--- config.mk ---
export PLATFORM = sky130hd
export DESIGN_NAME = controller_flat
export DESIGN_NICKNAME = d
export VERILOG_FILES = /design/src/rtl/controller_pkg.sv /design/src/rtl/controller_if.sv /design/src/rtl/controller.sv /design/src/flat_wrapper.sv
export SDC_FILE = /design/constraint.sdc
export NUM_CORES = 1
export LEC_CHECK = 0
export CAP_MARGIN = 20
export CORE_MARGIN = 5
export CORE_UTILIZATION = 50
export CTS_CLUSTER_DIAMETER = 150
export DETAILED_ROUTE_END_ITERATION = 16
export DONT_BUFFER_PORTS = 1
export GPL_TIMING_DRIVEN = 0
export PLACE_DENSITY_LB_ADDON = 0.25
export SKIP_CTS_REPAIR_TIMING = 1
export SLEW_MARGIN = 25
export SYNTH_ARGS = -nofsm -noshare
export SYNTH_HDL_FRONTEND = slang
export SYNTH_SLANG_ARGS = --single-unit
export TNS_END_PERCENT = 100
--- constraint.sdc ---
create_clock -name clk -period 3 [get_ports clk]
set_input_delay 0.45 -clock clk [delete_from_list [all_inputs] [get_ports clk]]
set_output_delay 0.45 -clock clk [all_outputs]
set_load 0.02 [all_outputs]
--- src/rtl/controller_pkg.sv ---
// Shared VeriRISC encodings: opcodes, sequencer states and the ALU-class helper.
// Included by the controller, its bus interface and the bench, so waveforms and
// checks agree on the encodings.
package typedefs;

  typedef enum logic [2:0] {
    HLT = 3'd0,
    SKZ = 3'd1,
    ADD = 3'd2,
    AND = 3'd3,
    XOR = 3'd4,
    LDA = 3'd5,
    STO = 3'd6,
    JMP = 3'd7
  } opcode_t;

  typedef enum logic [3:0] {
    INST_ADDR  = 4'd0,
    INST_FETCH = 4'd1,
    INST_LOAD  = 4'd2,
    IDLE       = 4'd3,
    OP_ADDR    = 4'd4,
    OP_FETCH   = 4'd5,
    ALU_OP     = 4'd6,
    STORE      = 4'd7,
    HALTED     = 4'd8
  } state_t;

  // Opcodes whose operand is read from memory into the accumulator path.
  // Unknown (X/Z) opcodes fall to the default and count as non-ALU.
  function automatic logic is_aluop(input opcode_t op);
    case (op)
      ADD, AND, XOR, LDA: return 1'b1;
      default:            return 1'b0;
    endcase
  endfunction

endpackage

--- src/rtl/controller_if.sv ---
// Controller <-> datapath strobe bundle. The master side is the controller.
// The resume line exists only when CONTROLLER_STEP_EN is defined.
interface controller_if #(parameter int COUNT_WIDTH = 16);
  import typedefs::*;

  opcode_t                 opcode;
  logic                    zero;
`ifdef CONTROLLER_STEP_EN
  logic                    resume;
`endif
  logic                    sel;
  logic                    rd;
  logic                    ld_ir;
  logic                    inc_pc;
  logic                    ld_pc;
  logic                    ld_ac;
  logic                    wr;
  logic                    data_e;
  logic                    halt;
  logic [COUNT_WIDTH-1:0]  instr_count;

  modport master (
`ifdef CONTROLLER_STEP_EN
    input  resume,
`endif
    input  opcode, zero,
    output sel, rd, ld_ir, inc_pc, ld_pc, ld_ac, wr, data_e, halt, instr_count
  );

  modport slave (
`ifdef CONTROLLER_STEP_EN
    output resume,
`endif
    output opcode, zero,
    input  sel, rd, ld_ir, inc_pc, ld_pc, ld_ac, wr, data_e, halt, instr_count
  );

endinterface

--- src/rtl/controller.sv ---
// VeriRISC instruction sequencer: eight-phase FSM, strobe decoder and
// retired-instruction counter. Strobes are decoded from the registered state
// and the IR opcode, so they settle after posedge and are stable at the ALU's
// negedge sample. Optional single-step/resume support: CONTROLLER_STEP_EN.
// COUNT_WIDTH must match the COUNT_WIDTH of the connected controller_if.
module controller
  import typedefs::*;
#(
  parameter int COUNT_WIDTH = 16
) (
  input  logic         clk,
  input  logic         rst,
  controller_if.master bus
);

  localparam logic [COUNT_WIDTH-1:0] COUNT_ONE = {{(COUNT_WIDTH-1){1'b0}}, 1'b1};

  state_t                 state;
  logic [COUNT_WIDTH-1:0] instr_count;

  logic op_hlt;
  logic op_skz;
  logic op_sto;
  logic op_jmp;
  logic op_alu;

  // Opcode class flags; X/Z opcodes land in the default and assert nothing.
  always_comb begin
    op_hlt = 1'b0;
    op_skz = 1'b0;
    op_sto = 1'b0;
    op_jmp = 1'b0;
    op_alu = is_aluop(bus.opcode);
    case (bus.opcode)
      HLT:     op_hlt = 1'b1;
      SKZ:     op_skz = 1'b1;
      STO:     op_sto = 1'b1;
      JMP:     op_jmp = 1'b1;
      default: op_hlt = 1'b0;
    endcase
  end

  // Phase sequencing and retired-instruction counting (HLT retires on entry to HALTED).
  always_ff @(posedge clk) begin
    if (rst) begin
      state       <= INST_ADDR;
      instr_count <= '0;
    end else begin
      case (state)
        INST_ADDR:  state <= INST_FETCH;
        INST_FETCH: state <= INST_LOAD;
        INST_LOAD:  state <= IDLE;
        IDLE:       state <= OP_ADDR;
        OP_ADDR: begin
          if (op_hlt) begin
            state       <= HALTED;
            instr_count <= instr_count + COUNT_ONE;
          end else begin
            state <= OP_FETCH;
          end
        end
        OP_FETCH:   state <= ALU_OP;
        ALU_OP:     state <= STORE;
        STORE: begin
          state       <= INST_ADDR;
          instr_count <= instr_count + COUNT_ONE;
        end
        HALTED: begin
`ifdef CONTROLLER_STEP_EN
          if (bus.resume) begin
            state <= INST_ADDR;
          end else begin
            state <= HALTED;
          end
`else
          state <= HALTED;
`endif
        end
        default:    state <= INST_ADDR;
      endcase
    end
  end

  // Strobe decode per phase; anything not named for a phase stays 0.
  always_comb begin
    bus.sel    = 1'b0;
    bus.rd     = 1'b0;
    bus.ld_ir  = 1'b0;
    bus.inc_pc = 1'b0;
    bus.ld_pc  = 1'b0;
    bus.ld_ac  = 1'b0;
    bus.wr     = 1'b0;
    bus.data_e = 1'b0;
    bus.halt   = 1'b0;
    case (state)
      INST_ADDR: begin
        bus.sel = 1'b1;
      end
      INST_FETCH: begin
        bus.sel = 1'b1;
        bus.rd  = 1'b1;
      end
      INST_LOAD, IDLE: begin
        bus.sel   = 1'b1;
        bus.rd    = 1'b1;
        bus.ld_ir = 1'b1;
      end
      OP_ADDR: begin
        bus.inc_pc = 1'b1;
        bus.halt   = op_hlt;
      end
      OP_FETCH: begin
        bus.rd = op_alu;
      end
      ALU_OP: begin
        // SKZ skip is a second PC increment on top of the OP_ADDR one.
        bus.rd     = op_alu;
        bus.inc_pc = op_skz & bus.zero;
        bus.ld_pc  = op_jmp;
        bus.data_e = op_sto;
      end
      STORE: begin
        bus.rd     = op_alu;
        bus.ld_ac  = op_alu;
        bus.ld_pc  = op_jmp;
        bus.wr     = op_sto;
        bus.data_e = op_sto;
      end
      HALTED: begin
        bus.halt = 1'b1;
      end
      default: begin
        bus.sel = 1'b0;
      end
    endcase
  end

  assign bus.instr_count = instr_count;

endmodule

--- src/flat_wrapper.sv ---
// flat-port wrapper written by rule: the top's interface ports become plain ports
module controller_flat import typedefs::*;
#(
  parameter int COUNT_WIDTH = 16
)
  (clk, rst, bus_opcode, bus_zero, bus_sel, bus_rd, bus_ld_ir, bus_inc_pc, bus_ld_pc, bus_ld_ac, bus_wr, bus_data_e, bus_halt, bus_instr_count);
  controller_if #(.COUNT_WIDTH(COUNT_WIDTH)) bus_i ();
  input  logic clk;
  input  logic rst;
  input wire logic [$bits(bus_i.opcode)-1:0] bus_opcode;
  input wire logic [$bits(bus_i.zero)-1:0] bus_zero;
  output wire logic [$bits(bus_i.sel)-1:0] bus_sel;
  output wire logic [$bits(bus_i.rd)-1:0] bus_rd;
  output wire logic [$bits(bus_i.ld_ir)-1:0] bus_ld_ir;
  output wire logic [$bits(bus_i.inc_pc)-1:0] bus_inc_pc;
  output wire logic [$bits(bus_i.ld_pc)-1:0] bus_ld_pc;
  output wire logic [$bits(bus_i.ld_ac)-1:0] bus_ld_ac;
  output wire logic [$bits(bus_i.wr)-1:0] bus_wr;
  output wire logic [$bits(bus_i.data_e)-1:0] bus_data_e;
  output wire logic [$bits(bus_i.halt)-1:0] bus_halt;
  output wire logic [$bits(bus_i.instr_count)-1:0] bus_instr_count;
  assign bus_i.opcode = bus_opcode;
  assign bus_i.zero = bus_zero;
  assign bus_sel = bus_i.sel;
  assign bus_rd = bus_i.rd;
  assign bus_ld_ir = bus_i.ld_ir;
  assign bus_inc_pc = bus_i.inc_pc;
  assign bus_ld_pc = bus_i.ld_pc;
  assign bus_ld_ac = bus_i.ld_ac;
  assign bus_wr = bus_i.wr;
  assign bus_data_e = bus_i.data_e;
  assign bus_halt = bus_i.halt;
  assign bus_instr_count = bus_i.instr_count;
  controller #(.COUNT_WIDTH(COUNT_WIDTH)) u_core (.clk(clk), .rst(rst), .bus(bus_i));
endmodule
==> Yosys cells after proc, flatten, opt, wreduce, memory -nomap -nowiden <==
Index checks and enable logic that the tools add are counted.
{ "totals": {"regBits": 20, "latch_bits": 0, "mem_bits_rw": 0, "romBits": 0, "inputBits": 6, "out_inout_bits": 25, "wordCells": 48, "n_memories": 0} }
{ "op_classes": {"n_addsub": 1, "n_mul": 0, "div": 0, "magnitude_cmp": 0, "n_eq_ne": 16, "shift": 0, "mux": 18, "n_bitwise": 1, "n_reduce_logical": 10} }
{ "ops": {"columns": ["cell", "n"], "rows": [
  ["$pmux 16 s2", 1],
  ["$pmux 4 s8", 1],
  ["$add 16x1->16 const B", 1],
  ["$eq 4x3->1 const B", 4],
  ["$mux 16", 1],
  ["$eq 3x3->1 const B", 4],
  ["$mux 1", 11],
  ["$eq 4x2->1 const B", 2],
  ["$reduce_or 4->1", 2],
  ["$eq 3x2->1 const B", 2],
  ["$pmux 1 s2", 3],
  ["$reduce_or 3->1", 2],
  ["$eq 4x1->1 const B", 1],
  ["$eq 4x4->1 const B", 1],
  ["$logic_not 4->1", 1],
  ["$mux 4", 1],
  ["$reduce_or 2->1", 2],
  ["$eq 3x1->1 const B", 1],
  ["$logic_not 3->1", 1],
  ["$ne 2x1->1 const B", 1],
  ["$reduce_and 2->1", 1],
  ["$reduce_bool 2->1", 1],
  ["$and 1x1->1", 1]
]} }

==> Longest topological paths before layout <==
{ "depth": {"depth_word": 4, "depth_mapped": 7, "mapped_depth_nobuf": 4} }

==> Worst setup path after synthesis <==
No wires, ideal clock.
{ "synth_timing": {"path_kind": "input to output", "startpoint": "in bus_opcode[2]", "endpoint": "out bus_halt", "arrival_ns": 1.556, "required_time_ns": 2.550, "path_slack_ns": 0.994, "path_stages": 3, "path_buffers": 0, "path_cell_list": "or4b_1 mux2_2 nor3_2"} }
{ "synth_via": {"elab_chain_len": 3} }
{ "synth_lines": {"columns": ["item", "line_no", "text"], "rows": [
  ["start: declaration", "flat_wrapper.sv:10", "input wire logic [$bits(bus_i.opcode)-1:0] bus_opcode;"],
  ["$logic_not 3->1", "controller.sv:34", "case (bus.opcode)"],
  ["$mux 1", "controller.sv:34", null],
  ["$pmux 1 s2", "controller.sv:95", "case (state)"],
  ["end: declaration", "flat_wrapper.sv:20", "output wire logic [$bits(bus_i.halt)-1:0] bus_halt;"]
]} }
No other way between the ends.

==> Worst setup path in the final report <==
{ "layout_timing": {"startpoint": "reg u_core.state[2]", "endpoint": "out bus_halt"} }
{ "layout_via": {"elab_chain_len": 2, "elab_cells_between_ends": 3, "cone_classes": "2 x eq/ne; 1 x mux"} }
{ "layout_lines": {"columns": ["item", "line_no", "text"], "rows": [
  ["start: declaration", "controller.sv:18", "state_t state;"],
  ["start signal: assignment", "controller.sv:46", "state <= INST_ADDR;"],
  ["start signal: assignment", "controller.sv:50", "INST_ADDR: state <= INST_FETCH;"],
  ["start signal: assignment", "controller.sv:51", "INST_FETCH: state <= INST_LOAD;"],
  ["$eq 4x4->1 / $eq 4x3->1 (equally long branches)", "controller.sv:95", null],
  ["$pmux 1 s2 (*)", "controller.sv:95", null]
]} }
Mark *: on every way between the ends. The rest lies on a longest branch, timed or not.

==> impl_metrics.json <==
{
  "drc": 0,
  "num_rows": 17,
  "critPathKind": "flip-flop to output pin",
  "post-route-period-util_pct": 79.9,
  "fin_crit_ns": 2.40,
  "synth_top_area_share_pct": 35.6,
  "arrival_ns": 1.95,
  "cp_max_fo": 9,
  "synth_area_mm2": 0.00113,
  "clock_skew_ns": 0.00997,
  "place_congestion": 0.797,
  "r2r_setup_slack_ns": 1.12,
  "cap_viol_max_count": 0,
  "cp_slowest_cell": "or4b_1",
  "antenna_found_initial": 0,
  "cts.clk_slew.worst_paths_ns": 0.12,
  "p_per_area_mw_per_mm2": 398,
  "worstReg2RegEnd": "u_core.state[3]",
  "synth_top_area_cell": "dfxtp_1",
  "nNetsFinal": 142,
  "dieArea_mm2": 0.00330,
  "grt_pass1_vias": 882,
  "grt_max_degree": 12,
  "final_area_mm2": 0.00120,
  "yosysMostFrequentCell": "dfxtp_1",
  "yosysUniqueCellTypes": 36,
  "ys_seq_area_share_pct": 35.6,
  "io_pins": 31,
  "synth-edff-count": 0,
  "cts_buffers": 3,
  "die_x_um": 57.5,
  "worstHoldPathCells": 2,
  "leakage_uw": 0.000369,
  "cts_max_path_buffers": 2,
  "diodes": 0,
  "synth_common_cells": "20 x dfxtp_1, 14 x a21oi_1, 11 x o31ai_1, 11 x or4_1, 9 x nor2_1",
  "start_kind": "flip-flop",
  "fmax_mhz": 417,
  "drt_iter0_drc": 44,
  "wl_met1_mm": 1.17,
  "met3_length_um": 204,
  "ys_seq_elements": 20,
  "reg2reg_from": "u_core.state[2]",
  "path_cells": "buf_2, or4b_1, mux2_2, nor3_2",
  "io_buffers": 0,
  "cts_tree": "done",
  "grt_first_pass_wirelength_mm": 4.22,
  "syn_inst": 130,
  "dpl_cell_area_mm2": 0.00116,
  "worst_pin_slew_ns": 0.874,
  "wl_per_cell_um": 16.2,
  "wl_met2_mm": 1.24,
  "drt_first_pass_iters": 4,
  "peakVddDrop_v": 0.000228,
  "hold_ws_ns": 0.368,
  "setup_viol": 0,
  "cts.sinks": 20,
  "max_slew_margin_pct": 41.2,
  "utilization_pct": 54.7,
  "r2r_cells": 5,
  "via_per_inst": 6.27,
  "finalHoldViolCount": 0,
  "syn2layout_area_growth_pct": 6.33,
  "post_route_cells_drive_above_1_share_pct": 11.9,
  "dr_total_vias": 1015,
  "whs_endpoint": "u_core.bus.instr_count[6]",
  "synthTopCellsByArea": "dfxtp_1 36%, o31ai_1 7.3%, or4_1 7.3%",
  "core_mm2": 0.00219,
  "end_kind": "output pin",
  "ant_nets": 0,
  "initial_core_util_pct": 51.4,
  "highest_layer": "met4",
  "syn_area_per_cell_um2": 8.66,
  "insertion_delay_ns": 0.30,
  "die_h_um": 57.5,
  "status": "complete, no violations",
  "synth_nets": 137,
  "grtUsageTotal_pct": 15.7,
  "crit_required_ns": 2.55,
  "routed_wl_mm": 2.63,
  "cpPeakStageDelay_ns": 0.48,
  "grt_overflow": 0,
  "clockRootBuffer": "clkbuf_4",
  "min-delay-start": "rst",
  "async_reset_ff_share_pct": 0,
  "rsz0062_at_grt": "false",
  "ys_warn_count": 0,
  "cts_max_level": 1,
  "slew_violations": 0,
  "tns_ns": 0,
  "ys.flop_type": "dfxtp_1",
  "dp_hpwl_mm": 1.91,
  "hold_path_class": "input pin to flip-flop"
}
-- through the flow --
stage | worst slack, ns | power, uW | cells
4_1_cts | 0.592 | 482 | 162
3_5_place_dp | 0.945 | 325 | 158
2_1_floorplan | 0.994 | 317 | 130
3_3_place_gp | 0.931 | 323 | 158
6_report | 0.603 | 476 | 162
5_1_grt | 0.514 | 496 | 162
-- sequential cells by signal, indices dropped and copies added, names as in the netlist --
name / cells
u_core.bus.instr_count: 16
u_core.state: 4
-- kinds of logic (layout without fill, tap and decap cells) --
group / count (synthesis) / count (layout) / synth area share [%]
fa+ha+maj: 1 / 1 / 1.11
mux: 4 / 4 / 3.78
buf+inv: 12 / 16 / 5.78
simple gates: 59 / 59 / 33.7
compound gates: 31 / 31 / 17.8
flops: 20 / 20 / 35.6
xor+xnor: 3 / 3 / 2.33
-- layout by cell type (no fill, tap or decap), types with 2 or more instances in the layout --
master / instances
and3_1: 3
and4_1: 2
nor2b_1: 2
mux2i_1: 2
o21ai_0: 2
nor3_2: 2
inv_1: 2
buf_6: 2
or4_1: 11
xnor2_1: 2
buf_2: 4
nand4_1: 4
dfxtp_1: 20
nor4_1: 3
or3_1: 2
nor3_1: 2
clkbuf_4: 3
a21oi_1: 14
o31ai_1: 11
nand3_1: 4
clkbuf_1: 4
a211oi_1: 2
nor2_1: 9
nand2_1: 8
-- layout make-up --
type / count / area [um^2]
flip-flops and latches: 20 / 400
plain buffers: 10 / 57.6
fillers: 206 / 993
multi-input cells: 98 / 661
inverters: 2 / 7.51
well taps: 28 / 35.0
clock buffers: 4 / 36.3
-- worst max-delay path by stage --
stage,from,end,slack [ns]
final,u_core.state[2],bus_halt,0.60
after CTS,u_core.state[2],bus_halt,0.59
after detailed placement,bus_opcode[2],bus_halt,0.94
after global routing,u_core.state[2],bus_halt,0.51
after global placement,bus_opcode[2],bus_halt,0.93
after floorplan,bus_opcode[2],bus_halt,0.99
-- critical path, delay by kind of cell (launching register included) --
kind | cells | cell delay (ns)
muxes | 1 | 0.29
and+or+nand+nor | 2 | 0.81
buffers and inverters | 1 | 0.21
DFF | 1 | 0.32
-- power breakdown --
| group | internal, uW | leakage (uW) | switching (uW) | total [uW] |
|---|---|---|---|---|
| clock network | 74.0 | 0.0000210 | 84.1 | 158 |
| registers | 269 | 0.000162 | 2.90 | 272 |
| logic | 16.1 | 0.000187 | 30.5 | 46.6 |
-- layer usage --
layer | GRT usage, % | vias to the layer above
li1 | - | 503
met1 | 21.1 | 484
met2 | 23.7 | 26
met3 | 6.33 | 2
met4 | 3.31 | 0
met5 | 0 | -
No activity file was read; power rests on OpenSTA's default activity.
